### config.mk
export PLATFORM = sky130hd
export DESIGN_NAME = arith_arbiter
export DESIGN_NICKNAME = d
export VERILOG_FILES = /design/src/rtl/arith_arbiter.sv
export SDC_FILE = /design/constraint.sdc
export NUM_CORES = 1
export LEC_CHECK = 0
export ABC_AREA = 1
export BUFFER_PORTS_ARGS = -buffer_cell sky130_fd_sc_hd__buf_2
export CAP_MARGIN = 10
export CORE_MARGIN = 2
export CORE_UTILIZATION = 45
export DETAILED_ROUTE_END_ITERATION = 8
export PLACE_DENSITY = 0.66
export SYNTH_ARGS = -nofsm -noshare
export SYNTH_HDL_FRONTEND = slang
export SYNTH_SLANG_ARGS = --single-unit
### constraint.sdc
create_clock -name clk -period 8.6 [get_ports clk]
set_clock_uncertainty 0.15 [all_clocks]
set_input_delay 0.43 -clock clk [delete_from_list [all_inputs] [get_ports clk]]
set_output_delay 0.43 -clock clk [all_outputs]
set_load 0.01 [all_outputs]
### src/rtl/arith_arbiter.sv
// arith_arbiter: two requesters share one sequential signed ALU through a
// round-robin arbiter. ADD/SUB finish after one EXEC cycle; MUL (shift-add)
// and DIV (restoring) iterate N cycles on operand magnitudes, then fix signs.
// Optional feature macro ARITH_DIVZERO_ERR_EN: adds the err port and lets a
// divide by zero finish early with result 0 and err=1.
module arith_arbiter #(
  parameter int N = 8
) (
  input  logic           clk,
  input  logic           rst_n,
  input  logic           req0,
  input  logic           req1,
  input  logic [1:0]     op0,
  input  logic [1:0]     op1,
  input  logic [N-1:0]   a0,
  input  logic [N-1:0]   b0,
  input  logic [N-1:0]   a1,
  input  logic [N-1:0]   b1,
  output logic           busy,
  output logic           done,
  output logic           done_id,
  output logic [2*N-1:0] result
`ifdef ARITH_DIVZERO_ERR_EN
  ,
  output logic           err
`endif
);

  localparam int            CW       = $clog2(N);
  localparam logic [CW-1:0] CNT_LAST = CW'(N - 1);
  localparam logic [1:0]    OP_ADD   = 2'b00;
  localparam logic [1:0]    OP_SUB   = 2'b01;
  localparam logic [1:0]    OP_MUL   = 2'b10;
  localparam logic [1:0]    OP_DIV   = 2'b11;

  typedef enum logic [1:0] {IDLE = 2'b00, EXEC = 2'b01, DONE = 2'b10} state_e;

  // Magnitude of a two's-complement value; -2^(N-1) maps to 2^(N-1) unsigned.
  function automatic logic [N-1:0] mag_f(input logic [N-1:0] v);
    return v[N-1] ? (~v + {{(N-1){1'b0}}, 1'b1}) : v;
  endfunction

  function automatic logic [N-1:0] neg_if_f(input logic [N-1:0] v, input logic neg);
    return neg ? (~v + {{(N-1){1'b0}}, 1'b1}) : v;
  endfunction

  function automatic logic [2*N-1:0] neg2_if_f(input logic [2*N-1:0] v, input logic neg);
    return neg ? (~v + {{(2*N-1){1'b0}}, 1'b1}) : v;
  endfunction

  state_e         state_q, state_d;
  logic           ptr_q, ptr_d;
  logic           gnt_q, gnt_d;
  logic [1:0]     op_q, op_d;
  logic [N-1:0]   a_q, a_d, b_q, b_d;
  logic [N-1:0]   m_q, m_d;        // multiplicand or divisor magnitude
  logic [N:0]     x_q, x_d;        // product high half or partial remainder
  logic [N-1:0]   y_q, y_d;        // multiplier / product low half, or dividend / quotient
  logic [CW-1:0]  cnt_q, cnt_d;
  logic           busy_q, busy_d, done_q, done_d, done_id_q, done_id_d;
  logic [2*N-1:0] result_q, result_d;
`ifdef ARITH_DIVZERO_ERR_EN
  logic           err_q, err_d;
`endif

  logic           gnt_s;
  logic [1:0]     op_s;
  logic [N-1:0]   a_s, b_s;
  logic [N:0]     mul_sum_s, mul_x_s, div_sh_s, div_x_s;
  logic [N-1:0]   mul_y_s, div_y_s, quo_s, rem_s;
  logic [2*N-1:0] add_s, sub_s, mul_fin_s;
  logic           dz_s, dz_skip_s, fin_s;
  logic [2*N-1:0] fin_res_s;

  // Round-robin pick: the pointer only matters when both requesters ask.
  always_comb begin
    if (req0 && req1) begin
      gnt_s = ptr_q;
    end else begin
      gnt_s = req1;
    end
    if (gnt_s) begin
      op_s = op1;
      a_s  = a1;
      b_s  = b1;
    end else begin
      op_s = op0;
      a_s  = a0;
      b_s  = b0;
    end
  end

  // One shift-add / restoring-divide iteration plus the sign-corrected finals.
  always_comb begin
    mul_sum_s = x_q + (y_q[0] ? {1'b0, m_q} : {(N+1){1'b0}});
    mul_x_s   = {1'b0, mul_sum_s[N:1]};
    mul_y_s   = {mul_sum_s[0], y_q[N-1:1]};
    div_sh_s  = {x_q[N-1:0], y_q[N-1]};
    if (div_sh_s >= {1'b0, m_q}) begin
      div_x_s = div_sh_s - {1'b0, m_q};
      div_y_s = {y_q[N-2:0], 1'b1};
    end else begin
      div_x_s = div_sh_s;
      div_y_s = {y_q[N-2:0], 1'b0};
    end
    dz_s      = (b_q == {N{1'b0}});
    add_s     = {{N{a_q[N-1]}}, a_q} + {{N{b_q[N-1]}}, b_q};
    sub_s     = {{N{a_q[N-1]}}, a_q} - {{N{b_q[N-1]}}, b_q};
    mul_fin_s = neg2_if_f({mul_x_s[N-1:0], mul_y_s}, a_q[N-1] ^ b_q[N-1]);
    quo_s     = dz_s ? {N{1'b1}} : neg_if_f(div_y_s, a_q[N-1] ^ b_q[N-1]);
    rem_s     = neg_if_f(div_x_s[N-1:0], a_q[N-1]);
`ifdef ARITH_DIVZERO_ERR_EN
    dz_skip_s = dz_s;
`else
    dz_skip_s = 1'b0;
`endif
  end

  // Next-state and datapath update for IDLE/EXEC/DONE.
  always_comb begin
    state_d   = state_q;
    ptr_d     = ptr_q;
    gnt_d     = gnt_q;
    op_d      = op_q;
    a_d       = a_q;
    b_d       = b_q;
    m_d       = m_q;
    x_d       = x_q;
    y_d       = y_q;
    cnt_d     = cnt_q;
    busy_d    = busy_q;
    done_d    = 1'b0;
    done_id_d = done_id_q;
    result_d  = result_q;
    fin_s     = 1'b0;
    fin_res_s = result_q;
`ifdef ARITH_DIVZERO_ERR_EN
    err_d     = err_q;
`endif
    case (state_q)
      IDLE: begin
        if (req0 || req1) begin
          state_d = EXEC;
          busy_d  = 1'b1;
          gnt_d   = gnt_s;
          op_d    = op_s;
          a_d     = a_s;
          b_d     = b_s;
          cnt_d   = {CW{1'b0}};
          x_d     = {(N+1){1'b0}};
          if (op_s == OP_DIV) begin
            m_d = mag_f(b_s);
            y_d = mag_f(a_s);
          end else begin
            m_d = mag_f(a_s);
            y_d = mag_f(b_s);
          end
        end else begin
          state_d = IDLE;
        end
      end
      EXEC: begin
        case (op_q)
          OP_ADD: begin
            fin_s     = 1'b1;
            fin_res_s = add_s;
          end
          OP_SUB: begin
            fin_s     = 1'b1;
            fin_res_s = sub_s;
          end
          OP_MUL: begin
            x_d       = mul_x_s;
            y_d       = mul_y_s;
            cnt_d     = cnt_q + {{(CW-1){1'b0}}, 1'b1};
            fin_s     = (cnt_q == CNT_LAST);
            fin_res_s = mul_fin_s;
          end
          OP_DIV: begin
            if (dz_skip_s) begin
              fin_s     = 1'b1;
              fin_res_s = {(2*N){1'b0}};
            end else begin
              x_d       = div_x_s;
              y_d       = div_y_s;
              cnt_d     = cnt_q + {{(CW-1){1'b0}}, 1'b1};
              fin_s     = (cnt_q == CNT_LAST);
              fin_res_s = {rem_s, quo_s};
            end
          end
          default: begin
            fin_s     = 1'b1;
            fin_res_s = {(2*N){1'b0}};
          end
        endcase
        if (fin_s) begin
          state_d   = DONE;
          done_d    = 1'b1;
          done_id_d = gnt_q;
          result_d  = fin_res_s;
`ifdef ARITH_DIVZERO_ERR_EN
          err_d     = dz_skip_s && (op_q == OP_DIV);
`endif
        end else begin
          state_d = EXEC;
        end
      end
      DONE: begin
        state_d = IDLE;
        busy_d  = 1'b0;
        ptr_d   = ~gnt_q;
      end
      default: begin
        state_d = IDLE;
        busy_d  = 1'b0;
      end
    endcase
  end

  // State and datapath registers; everything clears on reset.
  always_ff @(posedge clk or negedge rst_n) begin
    if (!rst_n) begin
      state_q   <= IDLE;
      ptr_q     <= 1'b0;
      gnt_q     <= 1'b0;
      op_q      <= 2'b00;
      a_q       <= {N{1'b0}};
      b_q       <= {N{1'b0}};
      m_q       <= {N{1'b0}};
      x_q       <= {(N+1){1'b0}};
      y_q       <= {N{1'b0}};
      cnt_q     <= {CW{1'b0}};
      busy_q    <= 1'b0;
      done_q    <= 1'b0;
      done_id_q <= 1'b0;
      result_q  <= {(2*N){1'b0}};
`ifdef ARITH_DIVZERO_ERR_EN
      err_q     <= 1'b0;
`endif
    end else begin
      state_q   <= state_d;
      ptr_q     <= ptr_d;
      gnt_q     <= gnt_d;
      op_q      <= op_d;
      a_q       <= a_d;
      b_q       <= b_d;
      m_q       <= m_d;
      x_q       <= x_d;
      y_q       <= y_d;
      cnt_q     <= cnt_d;
      busy_q    <= busy_d;
      done_q    <= done_d;
      done_id_q <= done_id_d;
      result_q  <= result_d;
`ifdef ARITH_DIVZERO_ERR_EN
      err_q     <= err_d;
`endif
    end
  end

  assign busy    = busy_q;
  assign done    = done_q;
  assign done_id = done_id_q;
  assign result  = result_q;
`ifdef ARITH_DIVZERO_ERR_EN
  assign err     = err_q;
`endif

endmodule
Word level (Yosys, flattened, before mapping)
Index checks and enable logic that the tools add are counted.

cells by class
  add/sub/neg operators = 10
  $lt $le $gt $ge = 1
  equal/unequal tests = 10
  mux-type cells = 34
  bitwise operators = 8
  reduce and logical (&&, ||, !) cells = 13

operators with widths
  operator               count
  $mux 8                 11
  $pmux 16 s4            1
  $pmux 9 s2             2
  $add 8x1->8 const B    4
  $not 8->8              4
  $pmux 8 s2             2
  $mux 9                 2
  $add 16x1->16 const B  1
  $mux 16                1
  $not 16->16            1
  $add 8x8->9            1
  $add 9x8->9            1
  $ge 9x8->1             1
  $sub 8x8->9            1
  $sub 9x8->9            1
  $eq 2x2->1 const B     4
  $logic_not 8->1        1
  $mux 1                 7
  $mux 3                 2
  $pmux 3 s2             1
  $reduce_and 2->1       3
  $reduce_and 3->1       2
  $eq 2x1->1 const B     2
  $logic_not 2->1        2
  other kinds (13)       18

word-level totals
  flip-flop bits (word level) = 69
  output and inout bits = 19

Logic depth before layout (Yosys ltp)
  word-level depth = 9
  mapped depth = 20

Worst setup path after synthesis
No wires, ideal clock.

  path type = reg2reg
  start point = register y_q[0]
  end point = register result_q[13] (netlist: result[13])
  library setup time = 118 ps
  arrival = 2495 ps
  data required time = 8332 ps
  setup slack = 5838 ps
  cell stages (with the launch flop) = 18
  path buffers = 1
  clock period less this slack = 2762 ps
  path through = dfrtp_1 -> clkbuf_1 -> nand2_1 -> inv_1 -> ha_1 -> fa_1 -> nor2_1 -> nand2_1 -> nor3_1 -> nand3_1 -> nor2_1 -> inv_1 -> a21oi_1 -> nor2_1 -> nor2_1 -> nand3_1 -> o21bai_1 -> inv_1

on the way
  longest elaborated chain between the ends = 6

ends and longest elaborated chain
  what                    line  source
  start, declared         58    logic [N-1:0] y_q, y_d;
  start signal, assigned  231   y_q <= {N{1'b0}};
  start signal, assigned  249   y_q <= y_d;
  $mux 8 (*)              95    mul_sum_s = x_q + (y_q[0] ? {1'b0, m_q} : {(N+1){1'b0}});
  $add 9x8->9 (*)         95
  $not 16->16             48    return neg ? (~v + {{(2*N-1){1'b0}}, 1'b1}) : v;
  $add 16x1->16           48
  $mux 16 (*)             48
  $pmux 16 s4 (*)         163   case (op_q)
  end signal, assigned    236   result_q <= {(2*N){1'b0}};
  end signal, assigned    254   result_q <= result_d;
  end, declared           61    logic [2*N-1:0] result_q, result_d;

Mark *: on every way between the ends. The rest lies on a longest branch, timed or not.
A chain may end at the register's enable or synchronous reset.

Worst setup path in the final report
  start point = register a_q[7]
  end point = register result_q[13] (netlist: result[13])

on the way
  longest elaborated chain between the ends = 3

ends and longest elaborated chain
  what                                                 line  source
  start, declared                                      55    logic [N-1:0] a_q, a_d, b_q, b_d;
  start signal, assigned                               227   a_q <= {N{1'b0}};
  branches (longest 2 deep; another with $sub 8x8->9)  n/a
  $pmux 16 s4 (*)                                      163

Mark *: on every way between the ends.

==> impl_metrics.py <==
metrics = {
    "worst_setup_path": {
        "worstPathArrival_ns": 3.28,
        "cp-start-kind": "register",
        "critical_path_class": "reg2reg",
        "cp_max_fo": 24,
        "endpoint_kind": "register",
        "cp.required_ns": 8.70,
    },
    "synth": {
        "seq_area_frac_synth_pct": 28.5,
        "ys_top_cells_by_area": "dfrtp_1 28%, nand2_1 14%, ha_1 8.2%",
        "synthSimpleGateAreaFrac_pct": 27.3,
        "syn-num-nets": 977,
        "syn_area_um2": 5980,
        "synth.top_cell.area_share_pct": 28.5,
        "synth_xor_area_share_pct": 3.66,
        "yosys.area_share.adder_pct": 9.50,
        "synth_area_per_cell_um2": 6.69,
        "ys.warnings.count": 0,
        "synth_seq_cells": 68,
        "synthMuxAreaShare_pct": 0.837,
        "yosys.area.top_type": "dfrtp_1",
        "synth_cell_types": 47,
        "netlist_instances": 894,
        "synth_compound_area_share_pct": 20.3,
        "synth_top_family_by_area": "simple AND/OR/NAND/NOR gates",
    },
    "timing": {
        "hold_viol": 0,
        "relSlewSlack_pct": 39.7,
        "maxSlewViolCount": 0,
        "period_needed_ns": 3.18,
        "tns_ns": 0,
        "tightest_slew_ns": 0.903,
        "finalSetupViolCount": 0,
        "timing.final.crit_share_pct": 37.0,
        "fmax_mhz": 314,
        "rsz0062_at_grt": "false",
    },
    "placement": {
        "hpwl_mm": 13.0,
        "io_buffer_count": 58,
        "place.gp.congestion": 0.897,
    },
    "global_route": {
        "overflow": 0,
        "track_usage_pct": 24.1,
        "grt_max_degree": 69,
        "grt_pass1_vias": 5210,
        "antenna_found_initial": 0,
        "grt_pass1_wl_mm": 27.1,
    },
    "finish": {
        "final_util_pct": 51.4,
        "finalNetCount": 1020,
        "drive_gt1_share_pct": 10.7,
        "syn_to_final_growth_pct": 12.4,
        "antenna_cells": 0,
        "fillers": 1312,
        "final_cell_mix": "215 x nand2_1, 119 x inv_1, 81 x o21ai_0, 68 x nor2_1, 68 x dfrtp_1",
        "layout_commonest_cell": "nand2_1",
    },
    "floorplan": {
        "die_x_um": 119,
        "rows": 42,
        "coreArea_um2": 13100,
        "io_pins": 59,
        "die_h_um": 119,
        "die_area_um2": 14200,
        "start_util_pct": 45.7,
    },
    "clock_tree": {
        "post_cts_buffers": 0,
        "hold_buffers": 0,
        "clock-sinks": 68,
        "clk_latency_ns": 0.36,
        "cts_made_buffers": 9,
        "cts_tree": "done",
        "max-clock-path-buffers": 2,
        "cts.clk_slew.worst_paths_ns": 0.06,
        "ctsResizeCount": 0,
        "cts_root_buf": "clkbuf_16",
        "h-tree-depth": 3,
    },
    "route": {
        "finalWirelength_mm": 17.0,
        "drc_errors": 0,
        "antenna_left": 0,
        "vias_per_cell": 5.38,
        "vias": 6010,
        "drt_iter0_drc": 527,
        "first_pass_iters": 5,
        "post_drt_wl_per_cell_um": 15.2,
    },
    "run": {
        "drv_cap": 0,
    },
    "min_path": {
        "hold_class": "in2async",
    },
    "run_status": {
        "outcome": "complete, no violations",
    },
}
worst max-delay path, stage by stage, from the launching register on:
cell and delay [ns]:
dfrtp_1 0.53, ha_1 0.63, inv_1 0.48, a221oi_1 0.37, nand2_1 0.10, xor2_1 0.16
a21oi_2 0.33, inv_1 0.13, o21bai_1 0.16, inv_1 0.05
Yosys cell counts (all sizes together):
library cell / count
nand2: 218
inv: 123
o21ai: 101
nor2: 71
dfrtp: 68
a21oi: 65
nand3: 64
ha: 39
xor2: 21
clkbuf: 20
nand4: 13
a31oi: 11
o211ai: 10
buf: 9
o22ai: 8
o21bai: 6
mux2i: 5
nor3: 5
or2: 5
fa: 4
nand3b: 4
o21a: 4
xnor2: 4
a21boi: 2
a221oi: 2
a22o: 2
o31ai: 2
a211oi: 1
a32o: 1
and2: 1
clkinv: 1
nor3b: 1
nor4: 1
o311ai: 1
o32a: 1
final cells by class:
class                           instances  area [um2]  share of cell area (%)
Clock inverter                          6        95.1                    1.42
Clock buffer                           10         239                    3.56
Sequential cell                        68        1700                    25.3
Multi-Input combinational cell        673        3690                    54.9
Inverter                              124         465                    6.93
Tap cell                              176         220                    3.28
Timing Repair Buffer                   61         313                    4.65
routing by layer:
| metal | global-route usage, % | wire [um] | vias to the layer above |
|---|---|---|---|
| met3 | 3.40 | 1080 | 17 |
| met4 | 7.44 | 228 | 0 |
| li1 | - | - | 3048 |
| met2 | 36.0 | 7380 | 182 |
| met5 | 0 | 0 | - |
| met1 | 36.0 | 8260 | 2763 |
per-stage QoR:
step                      cells  cell area (um2)  worst slack, ns  hold WS, ns
after floorplan             894             5980             5.84      -0.0156
after global placement     1102             6390             5.44        0.301
after detailed placement   1102             6390             5.43        0.307
after CTS                  1118             6720             5.42        0.178
after global routing       1118             6720             5.12        0.221
final                      1118             6720             5.42        0.111
worst paths after layout:
kind | start | end | slack [ns] | cells after the start
setup / recovery | a_q[7]$_DFFE_PN0P_ | result[13]$_DFFE_PN0P_ | 5.42 | 9
hold / removal | rst_n | m_q[5]$_DFFE_PN0P_ | 0.11 | 2
setup reg to reg | a_q[7]$_DFFE_PN0P_ | result[13]$_DFFE_PN0P_ | 5.42 | 9
hold reg to reg | done_id$_DFFE_PN0P_ | done_id$_DFFE_PN0P_ | 0.32 | 2
max in group asynchronous | rst_n | result[3]$_DFFE_PN0P_ | 7.59 | 2
min in group clk | a1[0] | a_q[0]$_DFFE_PN0P_ | 0.27 | 3
cells by family (layout without fill, tap and decap cells):
group / after synthesis / after routing
simple gates: 383 / 383
compound gates: 217 / 217
buf+inv: 153 / 201
flops: 68 / 68
fa+ha+maj: 43 / 43
xor+xnor: 25 / 25
mux: 5 / 5
state kept, by name, summed over array words and instances, names as in the netlist:
register,cells
x_q,9
ptr_q,1
b_q,8
busy,1
op_q,2
done_id,1
a_q,8
state_q,1
result,16
y_q,8
m_q,8
cnt_q,3
gnt_q,1
done,1
Power is left out: the tool's default activity adds up to more than one toggle a clock period on the data nets, which glitch-free logic cannot reach.
